## src/rtl/fifo_write_arbiter_if.sv

```systemverilog
// Write-port bundle between the requesters / FIFO and the burst arbiter.
// master: the arbiter side; slave: the requester / FIFO side.
//
// Handshake: while the arbiter is in GRANT, a word from the owner is accepted
// on each clock edge where ack[owner] (= write_enable) is high. A requester holds
// req high while it has data. It may change req_data and req_last only after an
// ack cycle or while its gnt bit is low. Dropping req ends the burst.
interface fifo_write_arbiter_if #(
  parameter int NUM_REQ = 4,
  parameter int DATA_W  = 8
);
  localparam int IDW = (NUM_REQ > 1) ? $clog2(NUM_REQ) : 1;

  logic [NUM_REQ-1:0]        req;
  logic [NUM_REQ*DATA_W-1:0] req_data;
  logic [NUM_REQ-1:0]        req_last;
  logic                      fifo_full;
  logic [NUM_REQ-1:0]        gnt;
  logic [NUM_REQ-1:0]        ack;
  logic                      write_enable;
  logic [DATA_W-1:0]         trans_data;
  logic [IDW-1:0]            owner_id;
  logic                      busy;

  modport master (
    input  req, req_data, req_last, fifo_full,
    output gnt, ack, write_enable, trans_data, owner_id, busy
  );

  modport slave (
    output req, req_data, req_last, fifo_full,
    input  gnt, ack, write_enable, trans_data, owner_id, busy
  );
endinterface

```

## src/rtl/fifo_write_arbiter.sv

```systemverilog
// Round-robin burst arbiter for the FIFO write port (trans_clk domain).
// A grant is held for up to BURST_MAX accepted words, or until the owner's
// last word, or until the owner drops req. A full FIFO stalls the burst but
// never breaks it.
// Optional statistics counters are enabled with the WR_ARB_STATS_EN macro.
module fifo_write_arbiter #(
  parameter int NUM_REQ   = 4,
  parameter int DATA_W    = 8,
  parameter int BURST_MAX = 4
) (
  input  logic                trans_clk,
  input  logic                trans_rst,
  fifo_write_arbiter_if.master bus
`ifdef WR_ARB_STATS_EN
  ,
  output logic [15:0]         stall_cnt,
  output logic [15:0]         grant_cnt
`endif
);
  localparam int IDW = (NUM_REQ > 1) ? $clog2(NUM_REQ) : 1;
  localparam int CW  = $clog2(BURST_MAX + 1);

  typedef enum logic {ST_ARB, ST_GRANT} state_t;

  state_t             state_q;
  logic [NUM_REQ-1:0] gnt_q;
  logic [IDW-1:0]     owner_q;
  logic [IDW-1:0]     ptr_q;
  logic [CW-1:0]      cnt_q;

  logic               any_req;
  logic               found;
  logic [IDW-1:0]     sel;
  logic               owner_req;
  logic               owner_last;
  logic               write_en;
  logic               last_beat;

  // Pick the first requester above the pointer, wrapping, so the previous owner ranks last.
  always_comb begin
    any_req = |bus.req;
    found   = 1'b0;
    sel     = '0;
    for (int k = 1; k <= NUM_REQ; k++) begin
      if (!found && bus.req[(int'(ptr_q) + k) % NUM_REQ]) begin
        found = 1'b1;
        sel   = IDW'((int'(ptr_q) + k) % NUM_REQ);
      end
    end
  end

  // Owner-side write path: data always follows the owner, write only when it has data and the FIFO has room.
  always_comb begin
    owner_req        = bus.req[owner_q];
    owner_last       = bus.req_last[owner_q];
    write_en         = (state_q == ST_GRANT) && owner_req && !bus.fifo_full;
    last_beat        = owner_last || (({1'b0, cnt_q} + 1'b1) == (CW+1)'(BURST_MAX));
    bus.write_enable = write_en;
    bus.ack          = write_en ? gnt_q : '0;
    bus.trans_data   = bus.req_data[int'(owner_q) * DATA_W +: DATA_W];
    bus.gnt          = gnt_q;
    bus.owner_id     = owner_q;
    bus.busy         = (state_q == ST_GRANT);
  end

  // Arbitration / burst FSM with registered grant, owner and burst counter.
  always_ff @(posedge trans_clk or negedge trans_rst) begin
    if (!trans_rst) begin
      state_q <= ST_ARB;
      gnt_q   <= '0;
      owner_q <= '0;
      ptr_q   <= IDW'(NUM_REQ - 1);
      cnt_q   <= '0;
    end else begin
      case (state_q)
        ST_ARB: begin
          if (any_req) begin
            state_q <= ST_GRANT;
            gnt_q   <= {{(NUM_REQ-1){1'b0}}, 1'b1} << sel;
            owner_q <= sel;
            ptr_q   <= sel;
            cnt_q   <= '0;
          end
        end
        ST_GRANT: begin
          if (!owner_req) begin
            state_q <= ST_ARB;
            gnt_q   <= '0;
            owner_q <= '0;
          end else if (write_en) begin
            cnt_q <= cnt_q + 1'b1;
            if (last_beat) begin
              state_q <= ST_ARB;
              gnt_q   <= '0;
              owner_q <= '0;
            end
          end
        end
        default: begin
          state_q <= ST_ARB;
          gnt_q   <= '0;
          owner_q <= '0;
        end
      endcase
    end
  end

`ifdef WR_ARB_STATS_EN
  // Saturating counters: cycles the owner is blocked by a full FIFO, and grants issued.
  always_ff @(posedge trans_clk or negedge trans_rst) begin
    if (!trans_rst) begin
      stall_cnt <= '0;
      grant_cnt <= '0;
    end else begin
      if ((state_q == ST_GRANT) && owner_req && bus.fifo_full && (stall_cnt != 16'hFFFF))
        stall_cnt <= stall_cnt + 16'd1;
      if ((state_q == ST_ARB) && any_req && (grant_cnt != 16'hFFFF))
        grant_cnt <= grant_cnt + 16'd1;
    end
  end
`endif

endmodule

```

## src/flat_wrapper.sv

```systemverilog
// flat-port wrapper written by rule: the top's interface ports become plain ports
module fifo_write_arbiter_flat 
#(
  parameter int NUM_REQ   = 4,
  parameter int DATA_W    = 8,
  parameter int BURST_MAX = 4
)
  (trans_clk, trans_rst, bus_req, bus_req_data, bus_req_last, bus_fifo_full, bus_gnt, bus_ack, bus_write_enable, bus_trans_data, bus_owner_id, bus_busy);
  fifo_write_arbiter_if #(.NUM_REQ(NUM_REQ), .DATA_W(DATA_W)) bus_i ();
  input  logic trans_clk;
  input  logic trans_rst;
  input wire logic [$bits(bus_i.req)-1:0] bus_req;
  input wire logic [$bits(bus_i.req_data)-1:0] bus_req_data;
  input wire logic [$bits(bus_i.req_last)-1:0] bus_req_last;
  input wire logic [$bits(bus_i.fifo_full)-1:0] bus_fifo_full;
  output wire logic [$bits(bus_i.gnt)-1:0] bus_gnt;
  output wire logic [$bits(bus_i.ack)-1:0] bus_ack;
  output wire logic [$bits(bus_i.write_enable)-1:0] bus_write_enable;
  output wire logic [$bits(bus_i.trans_data)-1:0] bus_trans_data;
  output wire logic [$bits(bus_i.owner_id)-1:0] bus_owner_id;
  output wire logic [$bits(bus_i.busy)-1:0] bus_busy;
  assign bus_i.req = bus_req;
  assign bus_i.req_data = bus_req_data;
  assign bus_i.req_last = bus_req_last;
  assign bus_i.fifo_full = bus_fifo_full;
  assign bus_gnt = bus_i.gnt;
  assign bus_ack = bus_i.ack;
  assign bus_write_enable = bus_i.write_enable;
  assign bus_trans_data = bus_i.trans_data;
  assign bus_owner_id = bus_i.owner_id;
  assign bus_busy = bus_i.busy;
  fifo_write_arbiter #(.NUM_REQ(NUM_REQ), .DATA_W(DATA_W), .BURST_MAX(BURST_MAX)) u_core (.trans_clk(trans_clk), .trans_rst(trans_rst), .bus(bus_i));
endmodule
```

## config.mk

```make
export PLATFORM = sky130hd
export DESIGN_NAME = fifo_write_arbiter_flat
export DESIGN_NICKNAME = d
export VERILOG_FILES = /design/src/rtl/fifo_write_arbiter_if.sv /design/src/rtl/fifo_write_arbiter.sv /design/src/flat_wrapper.sv
export SDC_FILE = /design/constraint.sdc
export NUM_CORES = 1
export LEC_CHECK = 0
export BUFFER_PORTS_ARGS = -buffer_cell sky130_fd_sc_hd__buf_2
export CORE_ASPECT_RATIO = 0.9
export CORE_UTILIZATION = 25
export DETAILED_ROUTE_END_ITERATION = 8
export SLEW_MARGIN = 20
export SYNTH_ARGS = -nofsm -noshare
export SYNTH_HDL_FRONTEND = slang
export SYNTH_SLANG_ARGS = --single-unit
```

## constraint.sdc

```tcl
create_clock -name trans_clk -period 1.9 [get_ports trans_clk]
set_input_delay 0 -clock trans_clk [delete_from_list [all_inputs] [get_ports trans_clk]]
set_output_delay 0 -clock trans_clk [all_outputs]
set_load 0.1 [all_outputs]
```

==> flow_summary.json <==
{
  "area_delta_synth_final_pct": 54.26,
  "leakagePower_uw": 0.0007164,
  "worst-setup-path-type": "flop to output port",
  "synth_area_leaders": "dfrtp_1 (26%), mux4_1 (22%), nand2_1 (5.8%)",
  "cts_root_buf": "clkbuf_8",
  "fin_crit_sh_pct": 96.30,
  "core_sq_um": 3705,
  "pin_count": 63,
  "wl_mm": 2.589,
  "post-synth-top-count-cell": "nand2_1",
  "ys_seq_area_share_pct": 31.27,
  "die_y_microns": 61.05,
  "syn_area_sq_um": 968.4,
  "syn_inst": 91,
  "antennaDiodeCount": 0,
  "grt_pass1_vias": 953,
  "drc": 0,
  "dieArea_sq_um": 4127,
  "powerDensity_nw_per_um2": 1730,
  "timing.final.crit_period_ns": 1.830,
  "synth.avg_cell_area_sq_um": 10.64,
  "cts_tree": "built",
  "peakVddDrop_v": 0.0004864,
  "drive_gt1_share_pct": 57.50,
  "setup_viol_count_final": 0,
  "firstDrtPassIters": 6,
  "drtIter0Drc": 18,
  "antenna_found_initial": 0,
  "vias": 977,
  "num_rows": 21,
  "switching_share_pct": 60.34,
  "viasPerCell": 4.743,
  "dpl_worst_slack_ns": 0.1122,
  "pwr-share-clk_pct": 10.8,
  "ff2ff_setup_slack_ns": 0.21,
  "cp-start-kind": "flop",
  "final_nets": 206,
  "critPathRequiredTime_ns": 1.90,
  "grt_pass1_wl_mm": 4.064,
  "cap_viol_max_count": 0,
  "skew_ns": 0.002226,
  "htree_num_levels": 1,
  "crit_path_top_delay_cell": "mux4_2",
  "max_freq_mhz": 546.5,
  "yosys-top-cells-count": "nand2_1 (15), dfrtp_1 (10), mux4_1 (8)",
  "clkTransAtPathRegs_ns": 0.05,
  "fin_ws_ns": 0.07029,
  "ant_nets": 0,
  "cts_buffer_depth": 2,
  "die_w_microns": 67.61,
  "synth_edf_count": 0,
  "end_kind": "output port",
  "fin_util_pct": 40.32,
  "overflow": 0,
  "status": "finished, final reports clean",
  "port_buffers": 62,
  "tightest_slew_ns": 0.5280,
  "ys_types": 32,
  "synth_top_area_share_pct": 25.84,
  "hold_viol": 0,
  "slowest_delay_ns": 0.53,
  "rsz0062_at_grt": "false",
  "ys_warn_count": 0,
  "place_hpwl_mm": 2.111,
  "ys_ff_latch": 12,
  "wl_per_cell_microns": 12.57,
  "numCtsBuffers": 3,
  "initial_utilization_pct": 26.14,
  "clock_sinks": 12,
  "combPwrFrac_pct": 69.6,
  "crit_chain": "mux4_2, and3_4, and2_2, buf_12",
  "internal_power_uw": 1025,
  "hp-class": "input port to async pin",
  "crit_arrival_ns": 1.83,
  "synth_flop_cell": "dfrtp_1",
  "placedCellCount": 198,
  "pwr-share-seq_pct": 19.6,
  "insertion_delay_ns": 0.24,
  "layout.cells.non_filler": 206,
  "report.final.slew_viol_count": 0,
  "crit_fanout": 9,
  "p_sw_uw": 1560,
  "relSlewSlack_pct": 64.53,
  "place_congestion": 0.7322,
  "timing.hold.ws_ns": 0.1655,
  "syn_nets": 136,
  "synth.largest_area_cell": "dfrtp_1",
  "grtUsageTotal_pct": 13.42,
  "grt_max_degree": 14,
  "async_flop_share_pct": 100.0,
  "rr_worst_depth": 4
}
-- state kept, by name (all words and copies together) (netlist names) --
| name | cells |
|---|---|
| u_core.bus.busy | 1 |
| u_core.ptr_q | 2 |
| u_core.bus.gnt | 4 |
| u_core.cnt_q | 3 |
| u_core.bus.owner_id | 2 |
-- area by class of cell --
cell class / count / area, sq um
Fill cell: 366 / 2211
Multi-Input combinational cell: 70 / 614.3
Timing Repair Buffer: 68 / 432.9
Sequential cell: 12 / 311.5
Tap cell: 46 / 57.56
Clock buffer: 4 / 55.05
Inverter: 6 / 22.52
-- path summary, 6_finish.rpt --
kind                                                 endpoint                               start
worst min register to register    u_core.cnt_q[2]$_DFFE_PN0P_         u_core.cnt_q[2]$_DFFE_PN0P_
worst min-delay path              u_core.cnt_q[0]$_DFFE_PN0P_                           trans_rst
max in group asynchronous         u_core.ptr_q[1]$_DFFE_PN1P_                           trans_rst
worst max register to register  u_core.bus.gnt[0]$_DFFE_PN0P_  u_core.bus.owner_id[1]$_DFFE_PN0P_
worst max-delay path                               bus_ack[2]  u_core.bus.owner_id[0]$_DFFE_PN0P_
min in group trans_clk            u_core.ptr_q[1]$_DFFE_PN1P_                          bus_req[3]
-- per-layer routing --
metal | track usage (%) | share of wire [%] | up-vias
met2 | 26.17 | 55 | 22
met1 | 14.02 | 39 | 472
met5 | 0 | 0 | -
met4 | 2.736 | 0.31 | 0
met3 | 4.259 | 5.9 | 2
li1 | - | - | 481
-- layout by cell type (no fill, tap or decap), types with 2 or more instances in the layout --
| master | n |
|---|---|
| a21oi_1 | 6 |
| and2_2 | 4 |
| buf_12 | 5 |
| buf_2 | 57 |
| buf_4 | 5 |
| clkbuf_8 | 4 |
| dfrtp_1 | 7 |
| dfrtp_4 | 2 |
| dfstp_2 | 2 |
| ha_1 | 2 |
| inv_1 | 6 |
| mux2_2 | 2 |
| mux4_1 | 4 |
| mux4_2 | 5 |
| nand2_1 | 15 |
| nand2b_1 | 3 |
| nor2_1 | 4 |
| nor2b_1 | 4 |
| o221ai_1 | 5 |
| or2_2 | 2 |
-- worst max-delay path: cells and delay by family, from the launching register on --
| kind | cells | cell delay [ns] |
|---|---|---|
| buffers and inverters | 1 | 0.16 |
| and+or+nand+nor | 2 | 0.45 |
| DFF | 1 | 0.44 |
| muxes | 1 | 0.53 |
-- power by group through the flow --
stage | logic (uW) | registers, uW | clock network (uW)
after floorplan | 1040 | 931 | 0
after global placement | 1740 | 515 | 0
after detailed placement | 1750 | 525 | 0
after CTS | 1760 | 521 | 287
after global routing | 1880 | 531 | 300
final | 1800 | 507 | 280
-- cells by family (layout without fill, tap and decap cells) --
kind of cell / after synthesis / count (layout) / share of synthesized area, %
adder cells (fa/ha/maj): 2 / 2 / 2.584
flip-flops: 12 / 12 / 31.27
multiplexers: 12 / 12 / 27.39
XOR/XNOR: 1 / 1 / 0.9046
buffers and inverters: 9 / 78 / 5.425
AND/OR/NAND/NOR: 37 / 37 / 18.99
AO/OA/AOI/OAI: 18 / 18 / 13.44
-- metrics by stage --
| step | total power (uW) | setup TNS [ns] | cell area (sq um) |
|---|---|---|---|
| finish | 2585 | 0 | 1494 |
| global route | 2715 | 0 | 1494 |
| CTS | 2564 | 0 | 1465 |
| detailed placement | 2280 | 0 | 1400 |
| global placement | 2252 | 0 | 1400 |
| floorplan | 1968 | -0.2444 | 980.9 |
-- repair_timing --
| item | 4_1_cts | 5_1_grt |
|---|---|---|
| gates resized for setup | 0 | 1 |
| hold buffers | 1 | 0 |
| endpoints found under the setup margin | 0 | 6 |
| endpoints found under the hold margin | 12 | 0 |
| setup buffers | 0 | 3 |
Power figures use the tool's default switching activity.
